<file path="src/rtl/xy_zone_pkg.sv">
// Shared definitions for the XY zone tracker and its classifier.
// Holds zone bit indices, the camera no-blob code and threshold arithmetic.
// Pure constants and constant functions; no logic is generated here.
package xy_zone_pkg;

  localparam int NZ         = 5;
  localparam int ZB_CENTRE  = 0;
  localparam int ZB_RIGHT   = 1;
  localparam int ZB_LEFT    = 2;
  localparam int ZB_DOWN    = 3;
  localparam int ZB_UP      = 4;

  // Coordinate value the camera reports when it sees no blob.
  function automatic int all_ones(input int w);
    return (1 << w) - 1;
  endfunction

  // Threshold around a midpoint. 'delta' widens the band outward
  // (positive) or shrinks it inward (negative); 'upper' selects which side.
  function automatic int zone_thr(input int mid, input int cent_d,
                                  input int delta, input bit upper);
    return upper ? (mid + cent_d + delta) : (mid - cent_d - delta);
  endfunction

  // True when every threshold of one axis stays strictly inside the
  // representable range, excluding the no-blob code.
  function automatic bit axis_ok(input int mid, input int cent_d,
                                 input int hyst, input int w);
    return (mid - cent_d - hyst > 0) && (mid + cent_d + hyst < all_ones(w));
  endfunction

endpackage

</file>
<file path="src/rtl/xy_zone_classify.sv">
// Classifies one coordinate pair into a raw five-bit zone mask.
// Latency: combinational. Backpressure: none, pure function of inputs.
// Ports: x, y coordinates; mask_q currently displayed mask (selects
// hysteresis per zone); raw classified mask (bit0 centre .. bit4 up).
module xy_zone_classify
  import xy_zone_pkg::*;
#(
  parameter int COORD_W = 11,
  parameter int MID_X   = 500,
  parameter int MID_Y   = 500,
  parameter int CENT_D  = 250,
  parameter int HYST    = 16
) (
  input  logic [COORD_W-1:0] x,
  input  logic [COORD_W-1:0] y,
  input  logic [NZ-1:0]      mask_q,
  output logic [NZ-1:0]      raw
);

  localparam int TW = COORD_W + 1;

  // Nominal, shrunk (edge already lit) and widened (centre already lit)
  // thresholds for each side of each axis.
  localparam logic [TW-1:0] X_HI_N   = TW'(zone_thr(MID_X, CENT_D, 0, 1'b1));
  localparam logic [TW-1:0] X_HI_IN  = TW'(zone_thr(MID_X, CENT_D, -HYST, 1'b1));
  localparam logic [TW-1:0] X_HI_OUT = TW'(zone_thr(MID_X, CENT_D, HYST, 1'b1));
  localparam logic [TW-1:0] X_LO_N   = TW'(zone_thr(MID_X, CENT_D, 0, 1'b0));
  localparam logic [TW-1:0] X_LO_IN  = TW'(zone_thr(MID_X, CENT_D, -HYST, 1'b0));
  localparam logic [TW-1:0] X_LO_OUT = TW'(zone_thr(MID_X, CENT_D, HYST, 1'b0));
  localparam logic [TW-1:0] Y_HI_N   = TW'(zone_thr(MID_Y, CENT_D, 0, 1'b1));
  localparam logic [TW-1:0] Y_HI_IN  = TW'(zone_thr(MID_Y, CENT_D, -HYST, 1'b1));
  localparam logic [TW-1:0] Y_HI_OUT = TW'(zone_thr(MID_Y, CENT_D, HYST, 1'b1));
  localparam logic [TW-1:0] Y_LO_N   = TW'(zone_thr(MID_Y, CENT_D, 0, 1'b0));
  localparam logic [TW-1:0] Y_LO_IN  = TW'(zone_thr(MID_Y, CENT_D, -HYST, 1'b0));
  localparam logic [TW-1:0] Y_LO_OUT = TW'(zone_thr(MID_Y, CENT_D, HYST, 1'b0));

  if (!axis_ok(MID_X, CENT_D, HYST, COORD_W) ||
      !axis_ok(MID_Y, CENT_D, HYST, COORD_W)) begin : g_bad_params
    $error("xy_zone_classify: thresholds fall outside the coordinate range");
  end

  logic [TW-1:0] xe, ye;
  logic [TW-1:0] cx_lo, cx_hi, cy_lo, cy_hi;

  always_comb begin
    xe = {1'b0, x};
    ye = {1'b0, y};
    // A lit centre box grows by HYST on every side.
    cx_lo = mask_q[ZB_CENTRE] ? X_LO_OUT : X_LO_N;
    cx_hi = mask_q[ZB_CENTRE] ? X_HI_OUT : X_HI_N;
    cy_lo = mask_q[ZB_CENTRE] ? Y_LO_OUT : Y_LO_N;
    cy_hi = mask_q[ZB_CENTRE] ? Y_HI_OUT : Y_HI_N;

    raw            = '0;
    raw[ZB_CENTRE] = (xe > cx_lo) && (xe < cx_hi) && (ye > cy_lo) && (ye < cy_hi);
    // A lit edge zone moves its threshold HYST toward the centre.
    raw[ZB_RIGHT]  = xe > (mask_q[ZB_RIGHT] ? X_HI_IN : X_HI_N);
    raw[ZB_LEFT]   = xe < (mask_q[ZB_LEFT]  ? X_LO_IN : X_LO_N);
    raw[ZB_DOWN]   = ye > (mask_q[ZB_DOWN]  ? Y_HI_IN : Y_HI_N);
    raw[ZB_UP]     = ye < (mask_q[ZB_UP]    ? Y_LO_IN : Y_LO_N);
  end

endmodule

</file>
<file path="src/rtl/xy_zone_tracker.sv">
// Debounced, hysteretic XY-to-LED zone indicator with lost-tracking blink.
// Latency: leds/zone_change update one clk after the deciding sample.
// Backpressure: none; every xy_valid strobe is consumed in its cycle.
// Ports: clk, reset_n (sync, active-low); x, y, xy_valid from the camera
// decoder; leds (bit0 centre, 1 right, 2 left, 3 down, 4 up);
// zone_change one-cycle pulse on display change; lost while untracked.
module xy_zone_tracker
  import xy_zone_pkg::*;
#(
  parameter int COORD_W   = 11,
  parameter int MID_X     = 500,
  parameter int MID_Y     = 500,
  parameter int CENT_D    = 250,
  parameter int HYST      = 16,
  parameter int HOLD      = 3,
  parameter int TIMEOUT   = 2_000_000,
  parameter int BLINK_DIV = 6_000_000
) (
  input  logic               clk,
  input  logic               reset_n,
  input  logic [COORD_W-1:0] x,
  input  logic [COORD_W-1:0] y,
  input  logic               xy_valid,
  output logic [NZ-1:0]      leds,
  output logic               zone_change,
  output logic               lost
);

  localparam int CNT_W = $clog2(HOLD + 1);
  localparam int TMO_W = $clog2(TIMEOUT + 1);
  localparam int BLK_W = $clog2(BLINK_DIV + 1);

  localparam logic [COORD_W-1:0] NOBLOB   = COORD_W'(all_ones(COORD_W));
  localparam logic [CNT_W-1:0]   HOLD_C   = CNT_W'(HOLD);
  localparam logic [TMO_W-1:0]   TMO_MAX  = TMO_W'(TIMEOUT);
  localparam logic [BLK_W-1:0]   BLK_LAST = BLK_W'(BLINK_DIV - 1);

  logic [NZ-1:0]    mask_q, mask_d;
  logic [NZ-1:0]    cand, cand_d;
  logic [CNT_W-1:0] cnt, cnt_d, cnt_inc;
  logic [TMO_W-1:0] tmo_cnt, tmo_d;
  logic [BLK_W-1:0] blink_cnt, bcnt_d;
  logic             blink, blink_d;
  logic             lost_d, zc_d;
  logic             good;
  logic [NZ-1:0]    raw;

  xy_zone_classify #(
    .COORD_W (COORD_W),
    .MID_X   (MID_X),
    .MID_Y   (MID_Y),
    .CENT_D  (CENT_D),
    .HYST    (HYST)
  ) u_classify (
    .x      (x),
    .y      (y),
    .mask_q (mask_q),
    .raw    (raw)
  );

  assign good = xy_valid && (x != NOBLOB) && (y != NOBLOB);

  always_comb begin
    mask_d  = mask_q;
    cand_d  = cand;
    cnt_d   = cnt;
    cnt_inc = cnt;
    tmo_d   = tmo_cnt;
    lost_d  = lost;
    zc_d    = 1'b0;
    bcnt_d  = blink_cnt;
    blink_d = blink;

    if (good) begin
      if (raw == cand) begin
        cnt_inc = (cnt == HOLD_C) ? cnt : cnt + CNT_W'(1);
      end else begin
        cnt_inc = CNT_W'(1);
      end
      cand_d = raw;
      cnt_d  = cnt_inc;
      if ((cnt_inc == HOLD_C) && (raw != mask_q)) begin
        mask_d = raw;
        zc_d   = 1'b1;
      end
      // A good sample always beats a coincident timeout expiry.
      tmo_d  = '0;
      lost_d = 1'b0;
    end else begin
      if (xy_valid) begin
        cnt_d = '0;
      end
      tmo_d = (tmo_cnt == TMO_MAX) ? tmo_cnt : tmo_cnt + TMO_W'(1);
      if (tmo_d == TMO_MAX) begin
        lost_d = 1'b1;
        mask_d = '0;
        cnt_d  = '0;
        zc_d   = (mask_q != '0);
      end
    end

    // The blink divider only runs while lost stays high; it starts from a
    // dark phase each time tracking is lost.
    if (lost && lost_d) begin
      if (blink_cnt == BLK_LAST) begin
        bcnt_d  = '0;
        blink_d = ~blink;
      end else begin
        bcnt_d = blink_cnt + BLK_W'(1);
      end
    end else begin
      bcnt_d  = '0;
      blink_d = 1'b0;
    end
  end

  // leds are built from next-state values so the display moves on the
  // same edge that commits the new mask.
  always_ff @(posedge clk) begin
    if (!reset_n) begin
      mask_q      <= '0;
      cand        <= '0;
      cnt         <= '0;
      tmo_cnt     <= '0;
      lost        <= 1'b1;
      blink       <= 1'b0;
      blink_cnt   <= '0;
      leds        <= '0;
      zone_change <= 1'b0;
    end else begin
      mask_q      <= mask_d;
      cand        <= cand_d;
      cnt         <= cnt_d;
      tmo_cnt     <= tmo_d;
      lost        <= lost_d;
      blink       <= blink_d;
      blink_cnt   <= bcnt_d;
      leds        <= lost_d ? {NZ{blink_d}} : mask_d;
      zone_change <= zc_d;
    end
  end

endmodule

</file>
<file path="config.mk">
export PLATFORM = sky130hd
export DESIGN_NAME = xy_zone_tracker
export DESIGN_NICKNAME = d
export VERILOG_FILES = /design/src/rtl/xy_zone_pkg.sv /design/src/rtl/xy_zone_classify.sv /design/src/rtl/xy_zone_tracker.sv
export SDC_FILE = /design/constraint.sdc
export NUM_CORES = 1
export LEC_CHECK = 0
export BUFFER_PORTS_ARGS = -buffer_cell sky130_fd_sc_hd__buf_2
export CORE_MARGIN = 5
export CORE_UTILIZATION = 64
export CTS_CLUSTER_DIAMETER = 30
export DETAILED_ROUTE_END_ITERATION = 7
export HOLD_SLACK_MARGIN = 0.08
export PLACE_DENSITY = 0.85
export SLEW_MARGIN = 5
export SYNTH_ARGS = -nofsm -noshare
export SYNTH_HDL_FRONTEND = slang
export SYNTH_SLANG_ARGS = --single-unit
</file>
<file path="constraint.sdc">
create_clock -name clk -period 5.3 [get_ports clk]
set_input_delay 0.265 -clock clk [delete_from_list [all_inputs] [get_ports clk]]
set_output_delay 0.265 -clock clk [all_outputs]
set_load 0.02 [all_outputs]
</file>
# After elaboration in Yosys (flattened, before gate mapping)
# Index checks and enable logic that the tools add are counted.
[word_totals]
reg_bits = 64
inputBits = 25
out_inout_bits = 7
elab_cells = 67
[classes]
n_addsub = 3
magnitude_cmp = 8
eq_ne = 9
mux = 24
bitwise = 3
n_reduce_logical = 11
[op_table]
columns = ["cell", "count"]
rows = [
  ["greater-than comparator 11 x 12 -> 1 bit", 4],
  ["less-than comparator 11 x 12 -> 1 bit", 4],
  ["== test 21 bit, second input constant", 2],
  ["two-way mux 5 bit", 6],
  ["adder 23 x 1 -> 23 bit, second input constant", 1],
  ["== test 23 bit, second input constant", 1],
  ["inequality test 11 bit, second input constant", 2],
  ["adder 21 x 1 -> 21 bit, second input constant", 1],
  ["two-way mux 21 bit", 1],
  ["two-way mux 9 bit", 2],
  ["two-way mux 2 bit", 6],
  ["two-way mux 6 bit", 2],
  ["logical AND 1 bit", 7],
  ["two-way mux 1 bit", 7],
  ["== test 5 bit", 1],
  ["inequality test 5 bit", 1],
  ["nonzero test 5 bit", 1],
  ["== test 2 bit, second input constant", 2],
  ["inverter 1 bit", 3],
  ["nonzero test 3 bit", 1],
  ["OR reduction 3 bit", 1],
  ["adder 2 x 1 -> 2 bit, second input constant", 1],
  ["OR reduction 2 bit", 1],
]

# Logic depth before layout (Yosys ltp)
[logic_depth]
ltp_word = 13
ltp_mapped = 11
mapped_depth_nobuf = 10

# Hierarchy
# From an unflattened synthesis, not the netlist that was laid out.
[hier_totals]
hier_cells = 456
area_unflattened_um2 = 3793.6
[by_module_without_submodules]
columns = ["mod", "instances", "cells_per_inst", "area_each_um2", "seq_area_each_um2"]
rows = [
  ["xy_zone_tracker", 1, 376, 3215.6, 1281.2],
  ["xy_zone_classify", 1, 80, 578.1, 0.0],
]

# Worst setup path before layout
# Ideal clock, no wire load.
[synth_path]
path_type = "reg2reg"
startpoint = "register mask_q[4]"
endpoint = "register leds[0]"
setup_ns = 0.124
arrival_time_ns = 2.396
required_time_ns = 5.176
path_slack_ns = 2.780
path_stages_with_launch = 12
path_buffers = 1
synth_period_minus_slack_ns = 2.520
cell_sequence = "dfxtp_1 -> inv_1 -> ha_1 -> or3_1 -> clkbuf_1 -> a21oi_1 -> nand3_1 -> or4b_1 -> nand4b_1 -> nand3_1 -> mux2i_1 -> o21ai_1"
[synth_between]
elab_chain_len = 10
elab_cells_between_ends = 11
cone_classes = "1 x order compare; 3 x eq/ne; 6 x mux; 1 x reduce/logical"
[synth_rtl]
columns = ["item", "line", "rtl"]
rows = [
  ["start, declared", "xy_zone_tracker.sv:38", "logic [NZ-1:0] mask_q, mask_d;"],
  ["start signal, assigned", "xy_zone_tracker.sv:131", "mask_q <= mask_d;"],
  ["two-way mux 9 bit", "xy_zone_classify.sv:60", "raw[ZB_UP] = ye < (mask_q[ZB_UP] ? Y_LO_IN : Y_LO_N);"],
  ["less-than comparator 11 x 12 -> 1 bit", "xy_zone_classify.sv:60", ""],
  ["== test 5 bit", "xy_zone_tracker.sv:75", "if (raw == cand) begin"],
  ["two-way mux 2 bit", "xy_zone_tracker.sv:75", ""],
  ["two-way mux 2 bit", "xy_zone_tracker.sv:74", "if (good) begin"],
  ["== test 2 bit", "xy_zone_tracker.sv:82", "if ((cnt_inc == HOLD_C) && (raw != mask_q)) begin"],
  ["logical AND 1 bit (*)", "xy_zone_tracker.sv:82", ""],
  ["two-way mux 5 bit (*)", "xy_zone_tracker.sv:82", ""],
  ["two-way mux 5 bit (*)", "xy_zone_tracker.sv:74", ""],
  ["two-way mux 5 bit (*)", "xy_zone_tracker.sv:138", "leds <= lost_d ? {NZ{blink_d}} : mask_d;"],
  ["end signal, assigned", "xy_zone_tracker.sv:138", ""],
  ["end, declared", "xy_zone_tracker.sv:24", "output logic [NZ-1:0] leds,"],
]
# Mark *: on every way between the ends. The rest lies on a longest branch, timed or not. The select of a mux whose other input is x is not followed.
# A chain may end at the register's enable or synchronous reset.

# Final worst setup path
[layout_path]
startpoint = "register mask_q[0]"
endpoint = "register leds[3]"
[layout_between]
elab_chain_len = 13
elab_cells_between_ends = 18
cone_classes = "4 x order compare; 3 x eq/ne; 7 x mux; 4 x reduce/logical"
[layout_rtl]
columns = ["item", "line", "rtl"]
rows = [
  ["two-way mux 5 bit, on equally long branches", "-", ""],
  ["greater-than comparator 11 x 12 -> 1 bit / less-than comparator 11 x 12 -> 1 bit (equally long branches)", "xy_zone_classify.sv:55", "raw[ZB_CENTRE] = (xe > cx_lo) && (xe < cx_hi) && (ye > cy_lo) && (ye < cy_hi);"],
  ["logical AND 1 bit (3 in series)", "xy_zone_classify.sv:55", ""],
  ["== test 5 bit", "xy_zone_tracker.sv:75", ""],
  ["two-way mux 2 bit", "xy_zone_tracker.sv:75", ""],
  ["two-way mux 2 bit", "xy_zone_tracker.sv:74", ""],
  ["== test 2 bit", "xy_zone_tracker.sv:82", ""],
  ["logical AND 1 bit (*)", "xy_zone_tracker.sv:82", ""],
  ["two-way mux 5 bit (*)", "xy_zone_tracker.sv:82", ""],
  ["two-way mux 5 bit (*)", "xy_zone_tracker.sv:74", ""],
  ["two-way mux 5 bit (*)", "xy_zone_tracker.sv:138", ""],
]
# Marked as above.

==> results.py <==
metrics = {
    "status": {
        "run_status": "complete, no violations",
    },
    "die": {
        "coreArea_um2": 5540,
        "initial_core_util_pct": 66.62,
        "num_rows": 27,
        "dieArea_um2": 7386,
        "design.portCount": 32,
        "fp.dieW_um": 85.94,
        "die_h_um": 85.94,
    },
    "timing": {
        "rsz0062_at_grt": "no",
        "relSlewSlack_pct": 44.44,
        "fin_crit_ns": 3.093,
        "clock.fmax_mhz": 323.3,
        "final-max-slew-violation-count": 0,
        "tightest_slew_ns": 0.8310,
        "fin_crit_sh_pct": 58.36,
        "hold_viol": 0,
        "setup_slack_ns": 2.207,
        "setup_violations": 0,
        "tns_ns": 0,
        "skew_ns": 0.006425,
    },
    "layout": {
        "final_nets": 534,
        "layout-drive-gt1-share_pct": 11.36,
        "final_area_um2": 4141,
        "diodes": 0,
        "fillCellCount": 423,
        "area_growth_pct": 12.20,
        "stdcell_count": 565,
    },
    "drt": {
        "drt_pass1_iterations": 5,
        "vias": 3386,
        "viasPerCell": 5.993,
        "ant_nets": 0,
        "postRouteWirelength_mm": 8.286,
        "drt_iter0_drc": 251,
        "drc_errors": 0,
        "drt-wirelength-per-cell_um": 14.67,
    },
    "critical_path": {
        "critical_path_class": "reg2reg",
        "ff2ff_path_depth": 10,
        "reg2reg_slack_ns": 2.21,
        "timing.rr.end": "leds[3]$_SDFF_PN0_",
        "crit_fanout": 5,
        "worstPathRequired_ns": 5.52,
        "critical_path.startpoint": "mask_q[0]$_SDFF_PN0_",
        "endpoint_kind": "flip-flop",
        "critical_path.endpoint": "leds[3]$_SDFF_PN0_",
        "startpoint_type": "flip-flop",
        "r2r-start": "mask_q[0]$_SDFF_PN0_",
        "cp.arrival_ns": 3.32,
    },
    "place": {
        "placed_area_um2": 3913,
        "io_buffer_count": 31,
        "hpwl_mm": 6.134,
        "pre_cts_ws_ns": 2.299,
        "finalWeightedCongestion": 0.8737,
        "dp.cells": 549,
    },
    "power": {
        "p_sw_w": 0.0002553,
        "leakage_nw": 1.538,
        "p_seq_share_pct": 46.6,
        "p_clk_share_pct": 45.5,
        "pwr_density_cell_nw_per_um2": 253.5,
        "swShare_pct": 24.31,
        "combPwrFrac_pct": 7.9,
        "ir_drop_v": 0.0002191,
        "finalPower_w": 0.001050,
        "intPower_w": 0.0007946,
    },
    "synthesis": {
        "synth-seq-cells": 64,
        "syn-num-nets": 498,
        "synth_edf_count": 0,
        "yosys-top-cells-area": "dfxtp_1 (35%), ha_1 (7.1%), nor2_1 (6.5%)",
        "synth_top_area_share_pct": 34.71,
        "ys.flop_type": "dfxtp_1",
        "netlist_instances": 452,
        "synth-seq-area-share_pct": 34.71,
        "netlist_area_um2": 3691,
        "yosysWarnings": 0,
        "synth_top_area_cell": "dfxtp_1",
        "synthArstFlopShare_pct": 0,
        "yosys-top-cells-count": "dfxtp_1 (64), nor2_1 (64), nand2_1 (41)",
        "synth_cell_type_count": 55,
        "avgSynthCellArea_um2": 8.166,
    },
    "global_routing": {
        "grt_pass1_vias": 3064,
        "grt_max_degree": 24,
        "grt-ovfl-total": 0,
        "antenna_found_initial": 0,
        "groute.usage.overall_pct": 23.35,
        "grt_pass1_wl_mm": 14.06,
    },
    "clock_tree": {
        "cts.hold.buffers_added": 0,
        "cts_buffers": 9,
        "cts_tree": "done",
        "root_buffer": "clkbuf_8",
        "clk_latency_ns": 0.35,
        "clk_pin_slew_ns": 0.07,
        "ctsResizeCount": 0,
        "clockBufferDepth": 2,
        "numClockSinks": 64,
        "h-tree-depth": 3,
        "postCtsSetupRepairBufs": 0,
    },
    "min_path": {
        "hold_path.class": "in2reg",
    },
    "job": {
        "drv_cap": 0,
    },
}
==> cell usage in the layout, fill, tap and decap left out, types with 4 or more instances in the layout <==
master and instances:
a21oi_1 21, a21o_1 4, dfxtp_1 64, nand4_1 17, or3_1 7, o21ai_0 7
nor2_1 64, nor4_1 9, xnor2_1 23, clkbuf_8 10, xor2_1 26, nor3_1 16
ha_1 21, and3_1 12, or4_1 4, and2_1 6, nand3_1 28, nand2_1 41
inv_1 16, o21ai_1 7, buf_2 31
==> power by group through the flow <==
stage	combinational [W]	sequential, W	clock (W)
floorplan	0.0000501	0.000500	0
global placement	0.0000785	0.000500	0
detailed placement	0.0000814	0.000500	0
CTS	0.0000819	0.000489	0.000482
global route	0.0000935	0.000490	0.000504
finish	0.0000833	0.000489	0.000477
==> registers in the layout, summed over array words and instances (netlist names) <==
signal	flops
blink_cnt	23
tmo_cnt	21
cand	5
leds	5
mask_q	5
cnt	2
blink	1
lost	1
zone_change	1
==> critical path, cell delays in order, from the launching register on <==
cell and delay, ns:
dfxtp_1 0.48, inv_1 0.16, ha_1 0.34, nor3_1 0.17
nand4_1 0.11, a2111oi_0 0.70, or4_1 0.25, and3_1 0.24
nand2_1 0.16, a31oi_1 0.27, o21ai_1 0.08
==> layout make-up <==
cell class,count,area (um2),area share [%]
clock buffer,10,137.6,3.323
inverter,17,63.81,1.541
multi-input combinational,365,2322,56.07
timing repair buffer,31,155.1,3.746
tap,72,90.09,2.175
clock inverter,6,91.34,2.205
sequential,64,1281,30.94
==> how the worst min path moves through the flow <==
stage                            startpoint                       to  slack, ns  cells after the start
CTS                                 reset_n      cnt[0]$_SDFFE_PN0P_       0.22                      2
detailed placement  blink_cnt[0]$_SDFF_PP0_  blink_cnt[0]$_SDFF_PP0_       0.45                      1
global route                        reset_n      cnt[0]$_SDFFE_PN0P_       0.22                      2
global placement    blink_cnt[0]$_SDFF_PP0_  blink_cnt[0]$_SDFF_PP0_       0.44                      1
floorplan                           reset_n          lost$_SDFF_PN1_       0.38                      1
finish                              reset_n      cnt[0]$_SDFFE_PN0P_       0.23                      2
==> per-layer routing <==
metal / share of wire, % / wire length, um / vias up / GRT usage (%)
met3: 6.5 / 538 / 15 / 5.572
li1: - / - / 1706 / -
met1: 46 / 3797 / 1548 / 31.80
met5: 0 / 0 / - / 0
met4: 0.99 / 82 / 0 / 6.043
met2: 47 / 3868 / 117 / 37.00
==> cell families (layout without fill, tap and decap cells) <==
kind of cell	after synthesis	in the layout	synth area share, %
AND/OR/NAND/NOR	225	225	30.81
AO/OA/AOI/OAI	67	67	12.54
flip-flops	64	64	34.71
XOR/XNOR	49	49	11.63
buffers and inverters	23	64	2.373
adder cells (fa/ha/maj)	21	21	7.119
multiplexers	3	3	0.8136
==> through the flow <==
| step | util (%) | hold slack, ns |
|---|---|---|
| after global placement | 70.62 | 0.4404 |
| after CTS | 74.75 | 0.2211 |
| after global routing | 74.75 | 0.2233 |
| after floorplan | - | 0.3806 |
| after detailed placement | 70.62 | 0.4504 |
| final | 74.75 | 0.2277 |
Note: power is estimated with default switching activity, not from simulation.
